[config.mk]
export PLATFORM = sky130hd
export DESIGN_NAME = usb_transmitter
export DESIGN_NICKNAME = d
export VERILOG_FILES = /design/src/rtl/usb_transmitter.sv
export SDC_FILE = /design/constraint.sdc
export NUM_CORES = 1
export LEC_CHECK = 0
export CELL_PAD_IN_SITES_DETAIL_PLACEMENT = 0
export CELL_PAD_IN_SITES_GLOBAL_PLACEMENT = 2
export CORE_MARGIN = 2
export CORE_UTILIZATION = 38
export DETAILED_ROUTE_END_ITERATION = 8
export GPL_TIMING_DRIVEN = 0
export PLACE_DENSITY_LB_ADDON = 0.1
export SLEW_MARGIN = 20
export SYNTH_ARGS = -nofsm -noshare
export SYNTH_HDL_FRONTEND = slang
export SYNTH_SLANG_ARGS = --single-unit
[constraint.sdc]
create_clock -name clk48 -period 6.15 [get_ports clk48]
set_input_delay 0.615 -clock clk48 [delete_from_list [all_inputs] [get_ports clk48]]
set_output_delay 0.615 -clock clk48 [all_outputs]
set_load 0.005 [all_outputs]
[src/rtl/usb_transmitter.sv]
// usb_transmitter: full-speed USB packet transmitter on clk48.
// Once started, it reads the packet bytes from the word-wide packet buffer.
// It sends SYNC, then the NRZI-encoded and bit-stuffed bytes, then EOP.
// Software supplies the complete packet (PID, payload, CRC) in the buffer.
// Ports:
//   clk48             - 48 MHz clock, the only clock
//   reset             - synchronous, active-high reset
//   start             - one-cycle transmit request, honoured only while idle
//   data_length       - packet length in bytes, sampled when start is accepted
//   buffer_address    - word address into the packet buffer
//   buffer_read_value - buffer word, valid one cycle after the address
//   usb_d_p_out/usb_d_n_out - D+/D- drive values
//   usb_output_enable - 1 while the block drives the pads
//   busy              - high while a transmission is in progress
//   done              - one-cycle pulse when a transmission completes
module usb_transmitter #(
    parameter int CLOCKS_PER_BIT         = 4,
    parameter int USB_PACKET_BUFFER_SIZE = 1024
) (
    input  logic                                        clk48,
    input  logic                                        reset,
    input  logic                                        start,
    input  logic [9:0]                                  data_length,
    output logic [$clog2(USB_PACKET_BUFFER_SIZE/4)-1:0] buffer_address,
    input  logic [31:0]                                 buffer_read_value,
    output logic                                        usb_d_p_out,
    output logic                                        usb_d_n_out,
    output logic                                        usb_output_enable,
    output logic                                        busy,
    output logic                                        done
);
    localparam int AW = $clog2(USB_PACKET_BUFFER_SIZE/4);
    localparam int CW = (CLOCKS_PER_BIT > 1) ? $clog2(CLOCKS_PER_BIT) : 1;
    localparam logic [7:0] SYNC_BYTE = 8'h80;

    typedef enum logic [2:0] {S_IDLE, S_SYNC, S_DATA, S_EOP_SE0, S_EOP_J} state_t;

    state_t          r_state, w_state_n;
    logic [CW-1:0]   r_clk_cnt, w_clk_n;
    logic [2:0]      r_bit_idx, w_bit_n;    // next bit within SYNC/byte; EOP_SE0 bit count
    logic [9:0]      r_byte_idx, w_byte_n;  // bytes fully sent
    logic [9:0]      r_len, w_len_n;
    logic [2:0]      r_ones, w_ones_n;      // consecutive transmitted 1s
    logic            r_line, w_line_n;      // NRZI state, 1 = J
    logic            r_dp, r_dn, r_oe, r_busy, r_done;
    logic            w_dp_n, w_dn_n, w_oe_n, w_busy_n, w_done_n;
    logic            w_tick, w_start, w_emit, w_emit_bit, w_stuff, w_se0, w_word_adv, w_data_bit;

    // Buffer read side: r_word holds the word being sent, r_nword the prefetched one.
    logic [AW-1:0]   r_addr;
    logic [31:0]     r_word, r_nword;
    logic            r_req, r_cap, r_have_cur;

    assign w_tick     = (r_clk_cnt == CW'(CLOCKS_PER_BIT - 1));
    assign w_start    = (r_state == S_IDLE) && start && (data_length != 10'd0);
    assign w_data_bit = r_word[{r_byte_idx[1:0], r_bit_idx}];

    always_comb begin
        w_state_n  = r_state;
        w_bit_n    = r_bit_idx;
        w_byte_n   = r_byte_idx;
        w_len_n    = r_len;
        w_ones_n   = r_ones;
        w_line_n   = r_line;
        w_dp_n     = r_dp;
        w_dn_n     = r_dn;
        w_oe_n     = r_oe;
        w_busy_n   = r_busy;
        w_done_n   = 1'b0;
        w_emit     = 1'b0;
        w_emit_bit = 1'b0;
        w_stuff    = 1'b0;
        w_se0      = 1'b0;
        w_word_adv = 1'b0;
        w_clk_n    = (r_state == S_IDLE || w_tick) ? '0 : r_clk_cnt + 1'b1;

        case (r_state)
            S_IDLE: begin
                if (w_start) begin
                    w_state_n  = S_SYNC;
                    w_len_n    = data_length;
                    w_busy_n   = 1'b1;
                    w_oe_n     = 1'b1;
                    w_byte_n   = '0;
                    w_bit_n    = 3'd1;
                    w_emit     = 1'b1;
                    w_emit_bit = SYNC_BYTE[0];
                end
            end
            S_SYNC: begin
                if (w_tick) begin
                    // bit_idx wraps to 0 once all eight SYNC bits are out
                    if (r_bit_idx != 3'd0) begin
                        w_emit     = 1'b1;
                        w_emit_bit = SYNC_BYTE[r_bit_idx];
                        w_bit_n    = r_bit_idx + 3'd1;
                    end else begin
                        w_state_n  = S_DATA;
                        w_emit     = 1'b1;
                        w_emit_bit = w_data_bit;
                        w_bit_n    = 3'd1;
                    end
                end
            end
            S_DATA: begin
                if (w_tick) begin
                    // stuff check comes first so a pending stuff bit precedes EOP
                    if (r_ones == 3'd6) begin
                        w_stuff = 1'b1;
                    end else if (r_byte_idx == r_len) begin
                        w_state_n = S_EOP_SE0;
                        w_se0     = 1'b1;
                        w_bit_n   = '0;
                    end else begin
                        w_emit     = 1'b1;
                        w_emit_bit = w_data_bit;
                        w_bit_n    = r_bit_idx + 3'd1;
                        if (r_bit_idx == 3'd7) begin
                            w_byte_n = r_byte_idx + 10'd1;
                            if (r_byte_idx[1:0] == 2'd3) w_word_adv = 1'b1;
                        end
                    end
                end
            end
            S_EOP_SE0: begin
                if (w_tick) begin
                    if (r_bit_idx == 3'd0) begin
                        w_bit_n = 3'd1;
                    end else begin
                        w_state_n = S_EOP_J;
                        w_line_n  = 1'b1;
                        w_dp_n    = 1'b1;
                        w_dn_n    = 1'b0;
                    end
                end
            end
            S_EOP_J: begin
                if (w_tick) begin
                    w_state_n = S_IDLE;
                    w_oe_n    = 1'b0;
                    w_busy_n  = 1'b0;
                    w_done_n  = 1'b1;
                end
            end
            default: w_state_n = S_IDLE;
        endcase

        // NRZI: a 0 toggles the line, a 1 holds it; a stuff bit is a forced 0
        if (w_emit) begin
            w_line_n = w_emit_bit ? r_line : ~r_line;
            w_ones_n = w_emit_bit ? r_ones + 3'd1 : 3'd0;
        end
        if (w_stuff) begin
            w_line_n = ~r_line;
            w_ones_n = 3'd0;
        end
        if (w_emit || w_stuff) begin
            w_dp_n = w_line_n;
            w_dn_n = ~w_line_n;
        end
        if (w_se0) begin
            w_dp_n = 1'b0;
            w_dn_n = 1'b0;
        end
    end

    always_ff @(posedge clk48) begin
        if (reset) begin
            r_state    <= S_IDLE;
            r_clk_cnt  <= '0;
            r_bit_idx  <= '0;
            r_byte_idx <= '0;
            r_len      <= '0;
            r_ones     <= '0;
            r_line     <= 1'b1;
            r_dp       <= 1'b1;
            r_dn       <= 1'b0;
            r_oe       <= 1'b0;
            r_busy     <= 1'b0;
            r_done     <= 1'b0;
        end else begin
            r_state    <= w_state_n;
            r_clk_cnt  <= w_clk_n;
            r_bit_idx  <= w_bit_n;
            r_byte_idx <= w_byte_n;
            r_len      <= w_len_n;
            r_ones     <= w_ones_n;
            r_line     <= w_line_n;
            r_dp       <= w_dp_n;
            r_dn       <= w_dn_n;
            r_oe       <= w_oe_n;
            r_busy     <= w_busy_n;
            r_done     <= w_done_n;
        end
    end

    // Fetch pipeline: r_req marks the cycle a new address is presented,
    // r_cap the following cycle when the read data is valid.
    // Word 0 is loaded during SYNC, then word k+1 is prefetched while word k is sent.
    always_ff @(posedge clk48) begin
        if (reset) begin
            r_addr     <= '0;
            r_word     <= '0;
            r_nword    <= '0;
            r_req      <= 1'b0;
            r_cap      <= 1'b0;
            r_have_cur <= 1'b0;
        end else begin
            r_req <= 1'b0;
            r_cap <= r_req;
            if (w_start) begin
                r_addr     <= '0;
                r_req      <= 1'b1;
                r_have_cur <= 1'b0;
            end else if (w_word_adv) begin
                r_word <= r_nword;
                r_addr <= r_addr + 1'b1;
                r_req  <= 1'b1;
            end else if (r_cap) begin
                if (!r_have_cur) begin
                    r_word     <= buffer_read_value;
                    r_have_cur <= 1'b1;
                    r_addr     <= r_addr + 1'b1;
                    r_req      <= 1'b1;
                end else begin
                    r_nword <= buffer_read_value;
                end
            end
        end
    end

    assign buffer_address    = r_addr;
    assign usb_d_p_out       = r_dp;
    assign usb_d_n_out       = r_dn;
    assign usb_output_enable = r_oe;
    assign busy              = r_busy;
    assign done              = r_done;
endmodule

==> results.cfg <==
[clocking]
cts_buffers = 9
cts_tree = yes
cts_max_level = 3
clock_path_buffers = 2
clk_latency_ps = 360
post_cts_buffers = 0
clock-root-buffer = clkbuf_16
cts.clk_slew.worst_paths_ps = 70
cts.sink_count = 112
cts_resized = 0
holdBufCountCts = 0

[synth]
synth_nets = 636
syn_avg_cell_area_um2 = 9.34
synth-edff-count = 0
syn_area_um2 = 5440
ys_ff_latch = 112
yosys.area.top_type = dfxtp_1
synth_top_area_share_pct = 41.2
yosysSeqAreaShare_pct = 41.2
synth_area_leaders = dfxtp_1 (41%), mux2i_1 (13%), a21oi_1 (5.4%), a211oi_1 (4.8%), nor2_1 (3.7%)
ys.flop_type = dfxtp_1
syn_inst = 583
async_flop_share_pct = 0
ys_warn_count = 0
synthDistinctLibCells = 64

[route]
vias = 4454
dr.pass1.iters = 4
wirelength_mm = 13.5
wl_per_cell_um = 16.2
drt_iter0_drc = 236
drc = 0
via_per_inst = 5.33
ant_nets = 0

[global_routing]
grt_remaining_overflow = 0
grt_pass1_wl_mm = 21.9
track_usage_pct = 18.6
grt_pass1_vias = 4324
antenna_found_initial = 0
grt_max_degree = 19

[timing]
setup_tns_ps = 0
tightest_slew_ps = 822
drv_slew = 0
hold_viol_final = 0
worst_clock_skew_ps = 13.3
hold_slack_ps = 444
relSlewSlack_pct = 44.7
post-route-period-util_pct = 48.3
finalSetupViolCount = 0
fmax_mhz = 337
rsz0062_at_grt = no
period_needed_ps = 2970

[place]
place_inst = 820
gp_congestion = 0.805
port_buffers = 57
hpwl_mm = 9.98

[final_layout]
fin_util_pct = 47.1
nNetsFinal = 704
ff_latch_area_um2 = 2240
fill_cells = 1358
finalNonFillerCells = 836
drive_gt1_share_pct = 9.45
diodes = 0
multiInputGateArea_um2 = 2930
area_delta_synth_final_pct = 20.7

[setup_path]
critPathSlowestCell = nor4_1
critical-path-max-stage-delay_ps = 740
worstPathMaxFanout = 10
worstSetupPathType = in -> reg
worstPathCellList = clkdlybuf4s50_1 > nor4_1 > a31oi_1 > and2_1 > nor2_1 > clkbuf_1 > a211oi_1
cp.arrival_ps = 3190
cp.required_ps = 6370
endpoint_kind = register
startpoint_type = primary input

[die]
core_area_um2 = 13900
fp.dieW_um = 124
fp.dieArea_um2 = 15300
start_util_pct = 39.1
num_io_pins = 58
rows = 43
die_height_um = 124

[power_and_ir_drop]
p_clk_share_pct = 30.9
seq_power_share_pct = 40.0
irDropWorstVdd_uv = 125
switching_share_pct = 33.0
power_switching_mw = 0.699
totalPowerFinal_mw = 2.12
comb_power_share_pct = 29.1
power.leakage_nw = 2.42
p_int_mw = 1.42
p_per_area_nw_per_um2 = 323

[worst_hold_path]
hp-class = reg -> reg

[run_status]
status = complete, no violations

[run]
drv_cap = 0
==> sequential cells by signal, summed over array words and instances, names as in the netlist, 2 cells and up, named ones only <==
signal	flops
buffer_address	8
r_clk_cnt	2
r_bit_idx	3
r_word	32
r_nword	32
r_state	3
r_ones	3
r_byte_idx	10
r_len	10
==> layout by cell type (no fill, tap or decap), types with 4 or more instances in the layout <==
cell type,n
a211oi_1,35
o21ai_0,9
nor4_1,6
ha_1,8
mux2i_1,73
clkbuf_16,9
or2_2,4
nor2_1,54
mux4_2,7
inv_1,14
buf_4,9
nand2b_1,5
o31ai_1,5
nand3_1,19
a21oi_1,59
dfxtp_1,112
clkdlybuf4s50_1,57
or3_1,5
nand2_1,45
or4_1,4
a31oi_1,4
clkbuf_1,22
buf_2,10
xnor2_1,16
==> metal layers <==
metal  up-vias  global-route usage (%)  share of wire, %
met5         -                       0                 0
met4         0                    7.53               1.9
met3        16                    2.52               2.6
met2        69                    31.3                48
met1      2123                    24.1                48
li1       2246                       -                 -
==> power by group through the flow <==
stage                     logic (mW)  registers, mW  clock network [mW]
after floorplan                0.434          0.852                   0
after global placement         0.611          0.863                   0
after detailed placement       0.616          0.865                   0
after CTS                      0.619          0.848               0.667
after global routing           0.688          0.857               0.699
final                          0.617          0.848               0.654
==> through the flow <==
stage               worst slack, ps  area [um2]
floorplan                      3970        5440
global placement               2750        6240
detailed placement             2730        6240
CTS                            3080        6570
global route                   3030        6570
finish                         3180        6570
==> synthesized netlist by cell type (4+ instances only) <==
library cell	number
dfxtp_1	112
mux2i_1	73
a21oi_1	59
nor2_1	54
nand2_1	45
a211oi_1	35
clkbuf_1	22
nand3_1	19
xnor2_1	16
inv_1	14
buf_2	10
buf_4	9
o21ai_0	9
ha_1	8
mux4_2	7
nor4_1	6
nand2b_1	5
o31ai_1	5
or3_1	5
a31oi_1	4
or2_2	4
or4_1	4
==> worst max-delay path: cells and delay by family <==
family          cells  cell delay [ps]
compound gates      2              410
buf+inv             2              820
simple gates        3             1360
==> path summary, 6_finish.rpt <==
path | slack, ps | endpoint | start | cells past startpoint
setup / recovery | 3180 | r_word[27] | data_length[9] | 7
hold / removal | 440 | r_clk_cnt[0] | r_clk_cnt[0] | 1
setup reg to reg | 3640 | r_word[27] | r_ones[0] | 9
hold reg to reg | 440 | r_clk_cnt[0] | r_clk_cnt[0] | 1
==> final cells by class <==
type,count,area share [%]
Timing Repair Buffer,57,8.69
Buffer,44,3.33
Clock inverter,6,1.37
Tap cell,180,3.43
Multi-Input combinational cell,413,44.6
Sequential cell,112,34.1
Clock buffer,10,3.64
Inverter,14,0.800
==> logic make-up after synthesis <==
kind of cell | count (synthesis) | share of synthesized area [%]
AOI/OAI and AO/OA | 140 | 17.4
adders and majority gates | 8 | 1.84
buffers and inverters | 58 | 4.99
DFF | 112 | 41.2
and+or+nand+nor | 167 | 15.3
muxes | 80 | 16.3
xor gates and xnor gates | 18 | 3.03
No activity file was read; power rests on OpenSTA's default activity.
